[src/rtl/vn_packer.sv]
// Von Neumann debiaser and word packer for a ring-oscillator TRNG front end.
// Optional repetition count health test is built when TRNG_RCT_EN is defined.
module vn_packer #(
    parameter int WIDTH      = 8,
    parameter int RCT_CUTOFF = 32
) (
    input  logic             clock,
    input  logic             reset,
    input  logic             enable,
    input  logic             raw_bit,
    output logic [WIDTH-1:0] data_out,
    output logic             data_valid,
    input  logic             data_ready,
    output logic             overrun,
    output logic             health_fail
);

    localparam int CW = $clog2(WIDTH);

    typedef enum logic {
        EMPTY      = 1'b0,
        HAVE_FIRST = 1'b1
    } pair_state_e;

    pair_state_e      state_q, state_d;
    logic             first_q, first_d;
    logic [CW-1:0]    cnt_q, cnt_d;
    logic [WIDTH-1:0] word_q, word_d;
    logic [WIDTH-1:0] dout_q, dout_d;
    logic             valid_q, valid_d;
    logic             ovr_q, ovr_d;
    logic             hf_q;

    logic             emit;
    logic             xfer;
    logic [WIDTH-1:0] full_word;

`ifdef TRNG_RCT_EN
    localparam int RW = $clog2(RCT_CUTOFF + 1);

    logic [RW-1:0] run_q, run_d;
    logic          last_q, last_d;
    logic          hf_d;

    // Run length of identical sampled bits; saturates and holds while disabled.
    always_comb begin
        run_d  = run_q;
        last_d = last_q;
        hf_d   = hf_q;
        if (enable) begin
            last_d = raw_bit;
            if (run_q == '0 || raw_bit != last_q) begin
                run_d = RW'(1);
            end else if (run_q != RW'(RCT_CUTOFF)) begin
                run_d = run_q + RW'(1);
            end
            if (run_d == RW'(RCT_CUTOFF)) begin
                hf_d = 1'b1;
            end
        end
    end

    always_ff @(posedge clock) begin
        if (reset) begin
            run_q  <= '0;
            last_q <= 1'b0;
            hf_q   <= 1'b0;
        end else begin
            run_q  <= run_d;
            last_q <= last_d;
            hf_q   <= hf_d;
        end
    end
`else
    assign hf_q = 1'b0;
`endif

    always_comb begin
        state_d   = state_q;
        first_d   = first_q;
        cnt_d     = cnt_q;
        word_d    = word_q;
        dout_d    = dout_q;
        valid_d   = valid_q;
        ovr_d     = ovr_q;
        emit      = 1'b0;
        xfer      = valid_q & data_ready;

        if (xfer) begin
            valid_d = 1'b0;
        end

        // A dropped enable discards a half pair but keeps the partial word.
        if (!enable) begin
            state_d = EMPTY;
        end else if (state_q == EMPTY) begin
            state_d = HAVE_FIRST;
            first_d = raw_bit;
        end else begin
            state_d = EMPTY;
            emit    = (first_q != raw_bit);
        end

        full_word = {word_q[WIDTH-2:0], first_q};

        if (emit) begin
            if (cnt_q == CW'(WIDTH - 1)) begin
                cnt_d  = '0;
                word_d = '0;
                // After a health failure completed words are silently discarded.
                if (!hf_q) begin
                    if (!valid_q || xfer) begin
                        dout_d  = full_word;
                        valid_d = 1'b1;
                    end else begin
                        ovr_d = 1'b1;
                    end
                end
            end else begin
                cnt_d  = cnt_q + CW'(1);
                word_d = full_word;
            end
        end
    end

    always_ff @(posedge clock) begin
        if (reset) begin
            state_q <= EMPTY;
            first_q <= 1'b0;
            cnt_q   <= '0;
            word_q  <= '0;
            dout_q  <= '0;
            valid_q <= 1'b0;
            ovr_q   <= 1'b0;
        end else begin
            state_q <= state_d;
            first_q <= first_d;
            cnt_q   <= cnt_d;
            word_q  <= word_d;
            dout_q  <= dout_d;
            valid_q <= valid_d;
            ovr_q   <= ovr_d;
        end
    end

    assign data_out    = dout_q;
    assign data_valid  = valid_q;
    assign overrun     = ovr_q;
    assign health_fail = hf_q;

endmodule

[config.mk]
export PLATFORM = sky130hd
export DESIGN_NAME = vn_packer
export DESIGN_NICKNAME = d
export VERILOG_FILES = /design/src/rtl/vn_packer.sv
export SDC_FILE = /design/constraint.sdc
export NUM_CORES = 1
export LEC_CHECK = 0
export ABC_AREA = 1
export CORE_ASPECT_RATIO = 1.4
export CORE_MARGIN = 3
export CORE_UTILIZATION = 45
export CTS_BUF_LIST = sky130_fd_sc_hd__clkbuf_8
export CTS_CLUSTER_DIAMETER = 120
export DETAILED_ROUTE_END_ITERATION = 12
export PLACE_DENSITY = 0.78
export SYNTH_ARGS = -nofsm -noshare
export SYNTH_HDL_FRONTEND = slang
export SYNTH_SLANG_ARGS = --single-unit
[constraint.sdc]
create_clock -name clock -period 1.2 [get_ports clock]
set_clock_uncertainty 0.1 [all_clocks]
set_input_delay 0.24 -clock clock [delete_from_list [all_inputs] [get_ports clock]]
set_output_delay 0.24 -clock clock [all_outputs]
set_load 0.01 [all_outputs]
# Word level (Yosys, flattened, before mapping)
# Index checks and enable logic that the tools add are counted.
op_classes:
  n_addsub: 1
  mul: 0
  div: 0
  magnitude_cmp: 0
  n_eq_ne: 2
  n_shift: 0
  mux: 9
  bitwise_logic: 4
  reduce_logical: 6
op_table:
  columns: ["op", "n"]
  rows:
  - ["$mux W1", 7]
  - ["$mux W7", 1]
  - ["$reduce_and A3 Y1", 2]
  - ["$add A3 B1 Y3 const B", 1]
  - ["$eq A3 B3 Y1 const B", 1]
  - ["$mux W3", 1]
  - ["$not A1 Y1", 3]
  - ["$reduce_and A2 Y1", 1]
  - ["$reduce_or A2 Y1", 1]
  - ["$and A1 B1 Y1", 1]
  - ["$logic_not A1 Y1", 1]
  - ["$logic_or A1 B1 Y1", 1]
  - ["$ne A1 B1 Y1", 1]
word_totals:
  reg_bits: 22
  latchBits: 0
  ram_bits: 0
  romBits: 0
  inputBits: 5
  elab_cells: 29
  memories: 0

# Logic depth before layout (Yosys ltp)
# Gate-level depths: netlist of run 1.
logic_depth:
  ltp_word: 5
  ltp_mapped: 8
  mapped_depth_nobuf: 8

# Worst setup path after synthesis of run 1
# OpenSTA, ideal clock, no wires.
synth_path:
  kind: "flip-flop to flip-flop"
  startpoint: "register cnt_q[0]"
  endpoint: "register dout_q[1], in the netlist data_out[1]"
  t_arrival_ns: 1.074
  required_time_ns: 0.987
  slack_ns: -0.087
  path_stages_with_launch: 8
  path_buffers: 1
  cell_sequence: "dfxtp_1 > ha_1 > ha_1 > nand4_4 > buf_6 > nand2_2 > nand2_1 > nor2_1"
synth_between:
  elab_chain_cells: 2
synth_rtl:
  columns: ["element", "line", "source"]
  rows:
  - ["start: declaration", "27", "logic [CW-1:0] cnt_q, cnt_d;"]
  - ["start signal: assignment", "138", "cnt_q <= cnt_d;"]
  - ["$eq A3 B3 Y1", "107", "if (cnt_q == CW'(WIDTH - 1)) begin"]
  - ["$reduce_and A3 Y1 (no source line)", null, null]
  - ["end signal: assignment", "140", "dout_q <= dout_d;"]
  - ["end: declaration", "29", "logic [WIDTH-1:0] dout_q, dout_d;"]
# No other way between the ends.
# A chain may end at the register's enable or synchronous reset.

# Final worst setup path of run 1
layout_path:
  startpoint: "register cnt_q[0]"
  endpoint: "register dout_q[7], in the netlist data_out[7]"
# Same word-level chain as after synthesis.

==> out/qor.yml, run 1 <==
period_share: 1.10
cap_violations: 0
portBuffers: 14
drc: 0
ctsHoldBuffers: 0
rsz0062_at_grt: "yes"
hp-class: "in2reg"
yosysWarnings: 0
netlist.area_leader.share: 0.457
htree_levels: 1
synth_area_um2: 965
fin_ws_ns: -0.118
numCtsBuffers: 3
place_congestion: 0.758
initial_core_util: 0.483
grt_max_degree: 13
synth_nets: 135
chipHeight_um: 60.8
period_minus_slack_ns: 1.32
cts.clk_slew.worst_paths_ns: 0.08
cp-start-kind: "register"
synth_cell_types: 20
placed_area_um2: 1180
hold_violations: 0
core-area_um2: 2000
antenna_cells: 0
num_vias: 873
cts-root-buf: "clkbuf_8"
route.final.wire_length_um: 2410
arrival_ns: 1.41
worst-setup-path-type: "reg2reg"
whs_ns: 0.295
synth_largest_area_cell: "dfxtp_1"
cts_tree: "built"
drt_iter0_drc: 23
final_layout_size_suffix_gt1_frac: 0.382
wl_per_cell_um: 13.9
vias_per_cell: 5.05
dp_slack_ns: -0.492
num_io_pins: 16
path_max_fanout: 8
status: "finished, violations left"
syn_avg_cell_area_um2: 7.54
synth_seq_cells: 22
setup_viol: 19
violations: "setup timing"
max_freq_mhz: 759
grt_overflow_total: 0
setup.worst_path.end_class: "register"
finalSetupTns_ns: -1.27
powerDensity_nw_per_um2: 1030
crit_required_ns: 1.30
die_w_um: 45.1
irDropWorstVdd_v: 0.000775
worstSkewPairLatency_ns: 0.26
clock-sinks: 22
seq_area_frac_synth: 0.457
hpwlAfterDp_um: 1360
slew_violations: 0
rows: 19
ant_nets: 0
area_growth_pct: 42.3
synthTopCellsByArea: "dfxtp_1, nand2_1, nor2_1, inv_1, a21oi_1"
p_leak_nw: 0.625
fill_cells: 149
final_core_util: 0.687
clockBufferDepth: 2
final_area_um2: 1370
dieArea_um2: 2740
nets: 160
drt_first_pass_iters: 4
grt_pass1_vias: 846
grt_usage: 0.195
grt_pass1_wl_um: 3730
synthCells: 128
antenna_found_initial: 0
[metrics by stage]
step / power, mW / std cells
floorplan: 0.827 / 128
CTS: 1.40 / 171
global placement: 0.860 / 165
detailed placement: 0.863 / 165
global route: 1.47 / 173
finish: 1.42 / 173
[area by class of cell]
| cell class | count | area (um2) | area share |
|---|---|---|---|
| well taps | 21 | 26.3 | 0.0191 |
| multi-input cells | 83 | 549 | 0.400 |
| inverters | 20 | 80.1 | 0.0583 |
| clock buffers | 4 | 55.1 | 0.0401 |
| flip-flops and latches | 22 | 447 | 0.325 |
| repair buffers | 23 | 215 | 0.157 |
[sequential cells by signal, summed over array words and instances, names as in the netlist]
| register | flops |
|---|---|
| first_q | 1 |
| data_valid | 1 |
| overrun | 1 |
| word_q | 7 |
| data_out | 8 |
| cnt_q | 3 |
| state_q | 1 |
[final timing paths]
path | slack (ns) | end | start | depth (start not counted)
worst max register to register | -0.12 | data_out[7]$_SDFFE_PP0P_ | cnt_q[0]$_SDFFE_PP0N_ | 6
worst min register to register | 0.35 | overrun$_SDFFE_PP0P_ | overrun$_SDFFE_PP0P_ | 2
worst max-delay path | -0.12 | data_out[7]$_SDFFE_PP0P_ | cnt_q[0]$_SDFFE_PP0N_ | 6
worst min-delay path | 0.29 | first_q$_SDFFE_PP0P_ | raw_bit | 3
[power breakdown]
part	total [mW]	switching (mW)	leakage, nW	internal (mW)
combinational	0.134	0.0752	0.417	0.0587
clock	0.526	0.234	0.0288	0.292
sequential	0.755	0.0127	0.180	0.743
[timing repair]
item	in CTS	in global routing
buffers inserted	1	1
setup endpoints to repair	30	28
resized for setup	38	26
pin swaps	15	10
cloned	1	1
[critical path: stages (launching register included)]
cell and delay (ns):
dfxtp_2 0.36, ha_4 0.14, ha_4 0.18, nand4_4 0.19
nand2_2 0.11, nand2_1 0.07, nor2_1 0.10
[kinds of logic after synthesis]
group | share of synthesized area
flops | 0.457
buf+inv | 0.121
compound gates | 0.0765
fa+ha+maj | 0.0259
simple gates | 0.316
other cells | 0.00389
[cells in the final DEF, fill, tap and decap left out, types with 2 or more instances in the layout]
| master | count |
|---|---|
| dlygate4sd2_1 | 2 |
| clkbuf_2 | 5 |
| clkdlybuf4s15_1 | 4 |
| nand2_1 | 21 |
| nand3_2 | 2 |
| nand4_4 | 2 |
| nand2_2 | 8 |
| a21oi_1 | 4 |
| clkdlybuf4s50_1 | 2 |
| clkbuf_8 | 4 |
| buf_4 | 6 |
| nand2_4 | 3 |
| dfxtp_1 | 17 |
| dfxtp_2 | 5 |
| a21oi_2 | 4 |
| inv_2 | 2 |
| ha_4 | 2 |
| o21ai_2 | 3 |
| nor2_2 | 3 |
| inv_1 | 16 |
| o21ai_0 | 2 |
| nor2_1 | 21 |
[synth_stat cells, drive strengths merged]
library cell	instances
buf	4
conb	1
o21ai	6
a21oi	8
nand3	3
clkinv	1
dfxtp	22
nand4	1
nor2	25
or2	2
nor3	1
ha	2
nand2	33
inv	19
[metal layers]
layer / track usage / part of all wire
met4: 0.130 / 0.028
met5: 0 / 0
met2: 0.340 / 0.57
met3: 0.0445 / 0.040
met1: 0.204 / 0.36
Note: power is estimated with default switching activity, not from simulation.
==> run 2, diff against run 1 <==
--- a/config.mk
+++ b/config.mk
@@ -13,6 +13,7 @@
 export CTS_CLUSTER_DIAMETER = 120
 export DETAILED_ROUTE_END_ITERATION = 12
 export PLACE_DENSITY = 0.78
+export REMOVE_ABC_BUFFERS = 1
 export SYNTH_ARGS = -nofsm -noshare
 export SYNTH_HDL_FRONTEND = slang
 export SYNTH_SLANG_ARGS = --single-unit
==> run 2 against run 1 <==
Effect of this change:
- the flow still finishes with violations (setup timing)
- core utilization increased by 1.5 points
- worst setup slack improved by 0.018 ns
- combinational power increased by 13%
- register-to-register slack improved by 0.02 ns
- cell count increased by 2.9%
- global-route usage increased by 0.75 points
- critical path type unchanged
- critical endpoint is now data_out[3]$_SDFFE_PP0P_
- largest power group unchanged
==> out/qor.yml, run 2 (same netlist as run 1, synthesis figures left out) <==
worstSkewPairLatency_ns: 0.27  # was 0.26 ns
cap_violations: 0  # unchanged
largest_reg_flops: 8  # unchanged
p_leak_nw: 0.650  # was 0.625 nW
grt_pass1_vias: 879  # was 846
dieArea_um2: 2740  # unchanged
final_area_um2: 1400  # was 1370 um2
drc: 0  # unchanged
hpwlAfterDp_um: 1250  # was 1360 um
grt_overflow_total: 0  # unchanged
rows: 19  # unchanged
grt_pass1_wl_um: 3900  # was 3730 um
final_core_util: 0.702  # was 0.687
core-area_um2: 2000  # unchanged
area_growth_pct: 45.4  # was 42.3%
ant_nets: 0  # unchanged
final_layout_size_suffix_gt1_frac: 0.382  # about the same
crit_required_ns: 1.26  # was 1.30 ns
arrival_ns: 1.36  # was 1.41 ns
die_w_um: 45.1  # unchanged
placed_area_um2: 1150  # was 1180 um2
worst-setup-path-type: "reg2reg"  # unchanged
cts-root-buf: "clkbuf_8"  # unchanged
drt_iter0_drc: 21  # was 23
crit_chain: "ha_4 > ha_4 > nand4_4 > nor2_1 > nor2_1"  # was ha_4 > ha_4 > nand4_4 > nand2_2 > nand2_1 > nor2_1
antenna_found_initial: 0  # unchanged
status: "finished, violations left"  # unchanged
setup_viol: 19  # unchanged
cp-start-kind: "register"  # unchanged
hold_violations: 0  # unchanged
cts_tree: "built"  # unchanged
dp_cells: 167  # was 165
instances_no_fill: 178  # was 173
setup.worst_path.end_class: "register"  # unchanged
crit_path_top_delay_cell: "dfxtp_2"  # unchanged
route.final.wire_length_um: 2440  # was 2410 um
antenna_cells: 0  # unchanged
slew_violations: 0  # unchanged
drt_first_pass_iters: 4  # unchanged
path_max_fanout: 8  # unchanged
fill_cells: 151  # was 149
initial_core_util: 0.483  # unchanged
multi_input_area_um2: 557  # was 549 um2
nets: 165  # was 160
cts.clk_slew.worst_paths_ns: 0.08  # about the same
num_io_pins: 16  # unchanged
num_vias: 885  # was 873
vias_per_cell: 4.97  # was 5.05
seq_area_um2: 448  # was 447 um2
hp-class: "in2reg"  # unchanged
fin_ws_ns: -0.0996  # was -0.118 ns
violations: "setup timing"  # unchanged
grt_usage: 0.203  # was 0.195
grt_max_degree: 14  # was 13
clockBufferDepth: 2  # unchanged
period_minus_slack_ns: 1.30  # was 1.32 ns
clock-sinks: 22  # unchanged
portBuffers: 14  # unchanged
htree_levels: 1  # unchanged
irDropWorstVdd_v: 0.00118  # was 0.000775 V
rsz0062_at_grt: "yes"  # unchanged
max_freq_mhz: 769  # was 759 MHz
powerDensity_nw_per_um2: 1140  # was 1030 nW/um2
layout_common_cells: "nand2_1, nor2_1, dfxtp_1"  # was nor2_1, nand2_1, dfxtp_1
wl_per_cell_um: 13.7  # was 13.9 um
chipHeight_um: 60.8  # unchanged
place_congestion: 0.775  # was 0.758
period_share: 1.08  # was 1.10
cp_slowest_stage_delay_ns: 0.36  # about the same
numCtsBuffers: 3  # unchanged
mostFrequentLayoutCell: "nand2_1"
run 2: repair_timing:
item	in CTS	in global routing
resized for setup	51	23
setup buffers	3	2
pin swaps	12	7
hold buffers	0	0
cloned	2	0
setup endpoints to repair	30	31
run 2: power by group:
part,total (mW),leakage [nW],internal (mW),switching [mW]
Clock,0.696,0.0357,0.446,0.250
Combinational,0.151,0.434,0.0667,0.0844
Sequential,0.753,0.180,0.741,0.0119
run 2: worst paths after layout:
path | slack, ns | end | depth (start not counted) | startpoint
worst max-delay path | -0.1 | data_out[3]$_SDFFE_PP0P_ | 5 | cnt_q[1]$_SDFFE_PP0N_
worst min-delay path | 0.34 | first_q$_SDFFE_PP0P_ | 3 | raw_bit
worst max register to register | -0.1 | data_out[3]$_SDFFE_PP0P_ | 5 | cnt_q[1]$_SDFFE_PP0N_
worst min register to register | 0.36 | overrun$_SDFFE_PP0P_ | 2 | overrun$_SDFFE_PP0P_
run 2: layout make-up:
cell class                      count  share of cell area
Multi-Input combinational cell     84               0.397
Sequential cell                    22               0.319
Timing Repair Buffer               27               0.157
Inverter                           20              0.0571
Clock buffer                        3              0.0294
Clock inverter                      1              0.0214
Tap cell                           21              0.0187
run 2: worst max-delay path: cells and delay by family (launching register included):
| family | cells | cell delay [ns] |
|---|---|---|
| adder cells (fa/ha/maj) | 2 | 0.32 |
| AND/OR/NAND/NOR | 3 | 0.41 |
| flip-flops | 1 | 0.36 |
run 2: per-layer routing:
metal | up-vias | share of wire | GRT usage
met3 | 11 | 0.039 | 0.0356
met2 | 26 | 0.54 | 0.372
met4 | 0 | 0.050 | 0.138
met1 | 398 | 0.37 | 0.200
met5 | - | 0 | 0
li1 | 450 | - | -
run 2: metrics by stage:
| step | setup slack, ns | power [mW] | hold slack [ns] | TNS, ns |
|---|---|---|---|---|
| floorplan | -0.0439 | 0.814 | 0.209 | -0.548 |
| global placement | -0.450 | 0.858 | 0.340 | -8.01 |
| detailed placement | -0.481 | 0.862 | 0.351 | -8.71 |
| CTS | -0.0801 | 1.57 | 0.301 | -0.650 |
| global route | -0.174 | 1.65 | 0.362 | -2.25 |
| finish | -0.0996 | 1.60 | 0.341 | -0.947 |
==> run 3, diff against run 2 <==
--- a/config.mk
+++ b/config.mk
@@ -17,3 +17,4 @@
 export SYNTH_ARGS = -nofsm -noshare
 export SYNTH_HDL_FRONTEND = slang
 export SYNTH_SLANG_ARGS = --single-unit
+export TNS_END_PERCENT = 30
==> run 3 against run 2 <==
Effect of this change:
- the flow still finishes with violations (setup timing)
- count of clock-buffer cells in the layout is the same
- clock power is essentially flat
- sequential share of layout area grew 0.49 points
- die area is the same
- sequential power is essentially flat
- critical path depth grew 2
- final area shrank 2.1%
- cell count shrank 1.1%
- critical path type unchanged
- highest routed layer unchanged
==> out/qor.yml, run 3 (same netlist as run 1, synthesis figures left out) <==
status: "finished, violations left"  # unchanged
violations: "setup timing"  # unchanged
antenna_found_initial: 0  # unchanged
rows: 19  # unchanged
hp-class: "in2reg"  # unchanged
crit_chain: "nand2_2 > inv_2 > nor2_8 > nand4_4 > nand2_1 > nand2_1 > nor2_1"  # was ha_4 > ha_4 > nand4_4 > nor2_1 > nor2_1
placed_area_um2: 1150  # unchanged
drc: 0  # unchanged
mostFrequentLayoutCell: "nand2_1"  # unchanged
worstSkewPairLatency_ns: 0.27  # about the same
clockBufferDepth: 2  # unchanged
drt_first_pass_iters: 4  # unchanged
powerDensity_nw_per_um2: 1150  # was 1140 nW/um2
hold_violations: 0  # unchanged
fin_ws_ns: -0.144  # was -0.0996 ns
cap_violations: 0  # unchanged
ant_nets: 0  # unchanged
setup.worst_path.end_class: "register"  # unchanged
initial_core_util: 0.483  # unchanged
antenna_cells: 0  # unchanged
portBuffers: 14  # unchanged
grt_overflow_total: 0  # unchanged
clockPowerShare: 0.440  # was 0.435
rrSetupSlack_ns: -0.14  # was -0.1 ns
drt_iter0_drc: 30  # was 21
p_comb_frac: 0.084  # was 0.094
instances_no_fill: 176  # was 178
num_vias: 884  # was 885
arrival_ns: 1.44  # was 1.36 ns
p_total_mw: 1.58  # was 1.60 mW
period_share: 1.12  # was 1.08
max_freq_mhz: 744  # was 769 MHz
dp_slack_ns: -0.481  # unchanged
seq_power_share: 0.477  # was 0.471
p_leak_nw: 0.646  # was 0.650 nW
critPathLaunch: "first_q$_SDFFE_PP0P_"  # was cnt_q[1]$_SDFFE_PP0N_
setup_viol: 19  # unchanged
intPower_mw: 1.25  # about the same
layout_common_cells: "nand2_1, nor2_1, dfxtp_1"  # unchanged
final_area_um2: 1370  # was 1400 um2
cts.clk_slew.worst_paths_ns: 0.08  # about the same
period_minus_slack_ns: 1.34  # was 1.30 ns
largest_reg_flops: 8  # unchanged
crit_top_cell: "nand2_1"
worst-setup-path-type: "reg2reg"  # unchanged
rsz0062_at_grt: "yes"  # unchanged
r2r-start: "first_q$_SDFFE_PP0P_"  # was cnt_q[1]$_SDFFE_PP0N_
area_growth_pct: 42.4  # was 45.4%
vias_per_cell: 5.02  # was 4.97
dieArea_um2: 2740  # unchanged
whs_ns: 0.177  # was 0.341 ns
cp_slowest_stage_delay_ns: 0.34  # was 0.36 ns
grt_pass1_vias: 739  # was 879
place_congestion: 0.775  # unchanged
finalSetupTns_ns: -1.49  # was -0.947 ns
grt_pass1_wl_um: 2920  # was 3900 um
route.final.wire_length_um: 2370  # was 2440 um
chipHeight_um: 60.8  # unchanged
cts_tree: "built"  # unchanged
ctsHoldBuffers: 0  # unchanged
hpwlAfterDp_um: 1250  # unchanged
crit_path_top_delay_cell: "dfxtp_2"  # unchanged
clock-sinks: 22  # unchanged
grt_max_degree: 17  # was 14
switching_share: 0.211  # was 0.216
reg2reg_to: "data_out[4]$_SDFFE_PP0P_"  # was data_out[3]$_SDFFE_PP0P_
irDropWorstVdd_v: 0.000841  # was 0.00118 V
endpoint: "data_out[4]$_SDFFE_PP0P_"  # was data_out[3]$_SDFFE_PP0P_
crit_required_ns: 1.30  # was 1.26 ns
dp_cells: 167  # unchanged
wl_per_cell_um: 13.4  # was 13.7 um
nets: 163  # was 165
final_layout_size_suffix_gt1_frac: 0.355  # was 0.382
path_max_fanout: 8  # unchanged
cp-start-kind: "register"  # unchanged
slew_violations: 0  # unchanged
numCtsBuffers: 3  # unchanged
htree_levels: 1  # unchanged
num_io_pins: 16  # unchanged
core-area_um2: 2000  # unchanged
reg2reg_depth: 7  # was 5
grt_usage: 0.145  # was 0.203
die_w_um: 45.1  # unchanged
switchingPower_uw: 334  # was 346 uW
cts-root-buf: "clkbuf_8"  # unchanged
fill_cells: 144  # was 151
final_core_util: 0.688  # was 0.702
## run 3: cell count changes in the layout (fill, tap and decap cells not counted), moves of 2 or more
cell            previous run  this run
buf_6                      4         1
dlymetal6s2s_1             0         2
dlygate4sd2_1              2         0
nand2_1                   22        24
a21oi_2                    4         6
a21oi_1                    4         2
## run 3: cell type report
type | count | area [um2] | share of cell area
clock inverter | 1 | 30.0 | 0.0219
multi-input combinational | 84 | 537 | 0.391
inverter | 20 | 80.1 | 0.0583
timing repair buffer | 25 | 214 | 0.156
tap | 21 | 26.3 | 0.0191
sequential | 22 | 445 | 0.324
clock buffer | 3 | 41.3 | 0.0301
## run 3: worst max-delay path, delay by kind of cell, from the launching register on
kind	cells	cell delay, ns
DFF	1	0.34
and+or+nand+nor	6	0.77
buffers and inverters	1	0.06
## run 3: per-layer routing
layer,wire [um],share of wire,global-route usage,vias to the layer above
met5,0,0,0,-
met4,105,0.044,0.0879,0
met3,74,0.031,0.0267,11
met2,1280,0.54,0.255,28
met1,902,0.38,0.156,406
li1,-,-,-,439
## run 3: power groups by stage
stage | Clock, mW | Sequential, mW | Combinational, mW
2_1_floorplan | 0 | 0.766 | 0.0484
3_3_place_gp | 0 | 0.766 | 0.0921
3_5_place_dp | 0 | 0.767 | 0.0951
4_1_cts | 0.687 | 0.750 | 0.0971
5_1_grt | 0.728 | 0.755 | 0.142
6_report | 0.696 | 0.754 | 0.132
## run 3: timing repair
| action | 4_1_cts | 5_1_grt |
|---|---|---|
| gates resized for setup | 18 | 46 |
| setup endpoints to repair | 30 | 29 |
| pin swaps | 1 | 10 |
| cloned | 0 | 2 |
| setup buffers | 0 | 3 |
## run 3: worst min-delay path by stage
stage	from	end	slack, ns	depth (start not counted)
2_1_floorplan	reset	cnt_q[1]$_SDFFE_PP0N_	0.21	1
3_3_place_gp	overrun$_SDFFE_PP0P_	overrun$_SDFFE_PP0P_	0.34	2
3_5_place_dp	overrun$_SDFFE_PP0P_	overrun$_SDFFE_PP0P_	0.35	2
4_1_cts	overrun$_SDFFE_PP0P_	overrun$_SDFFE_PP0P_	0.36	2
5_1_grt	raw_bit	first_q$_SDFFE_PP0P_	0.21	3
6_report	raw_bit	first_q$_SDFFE_PP0P_	0.18	3
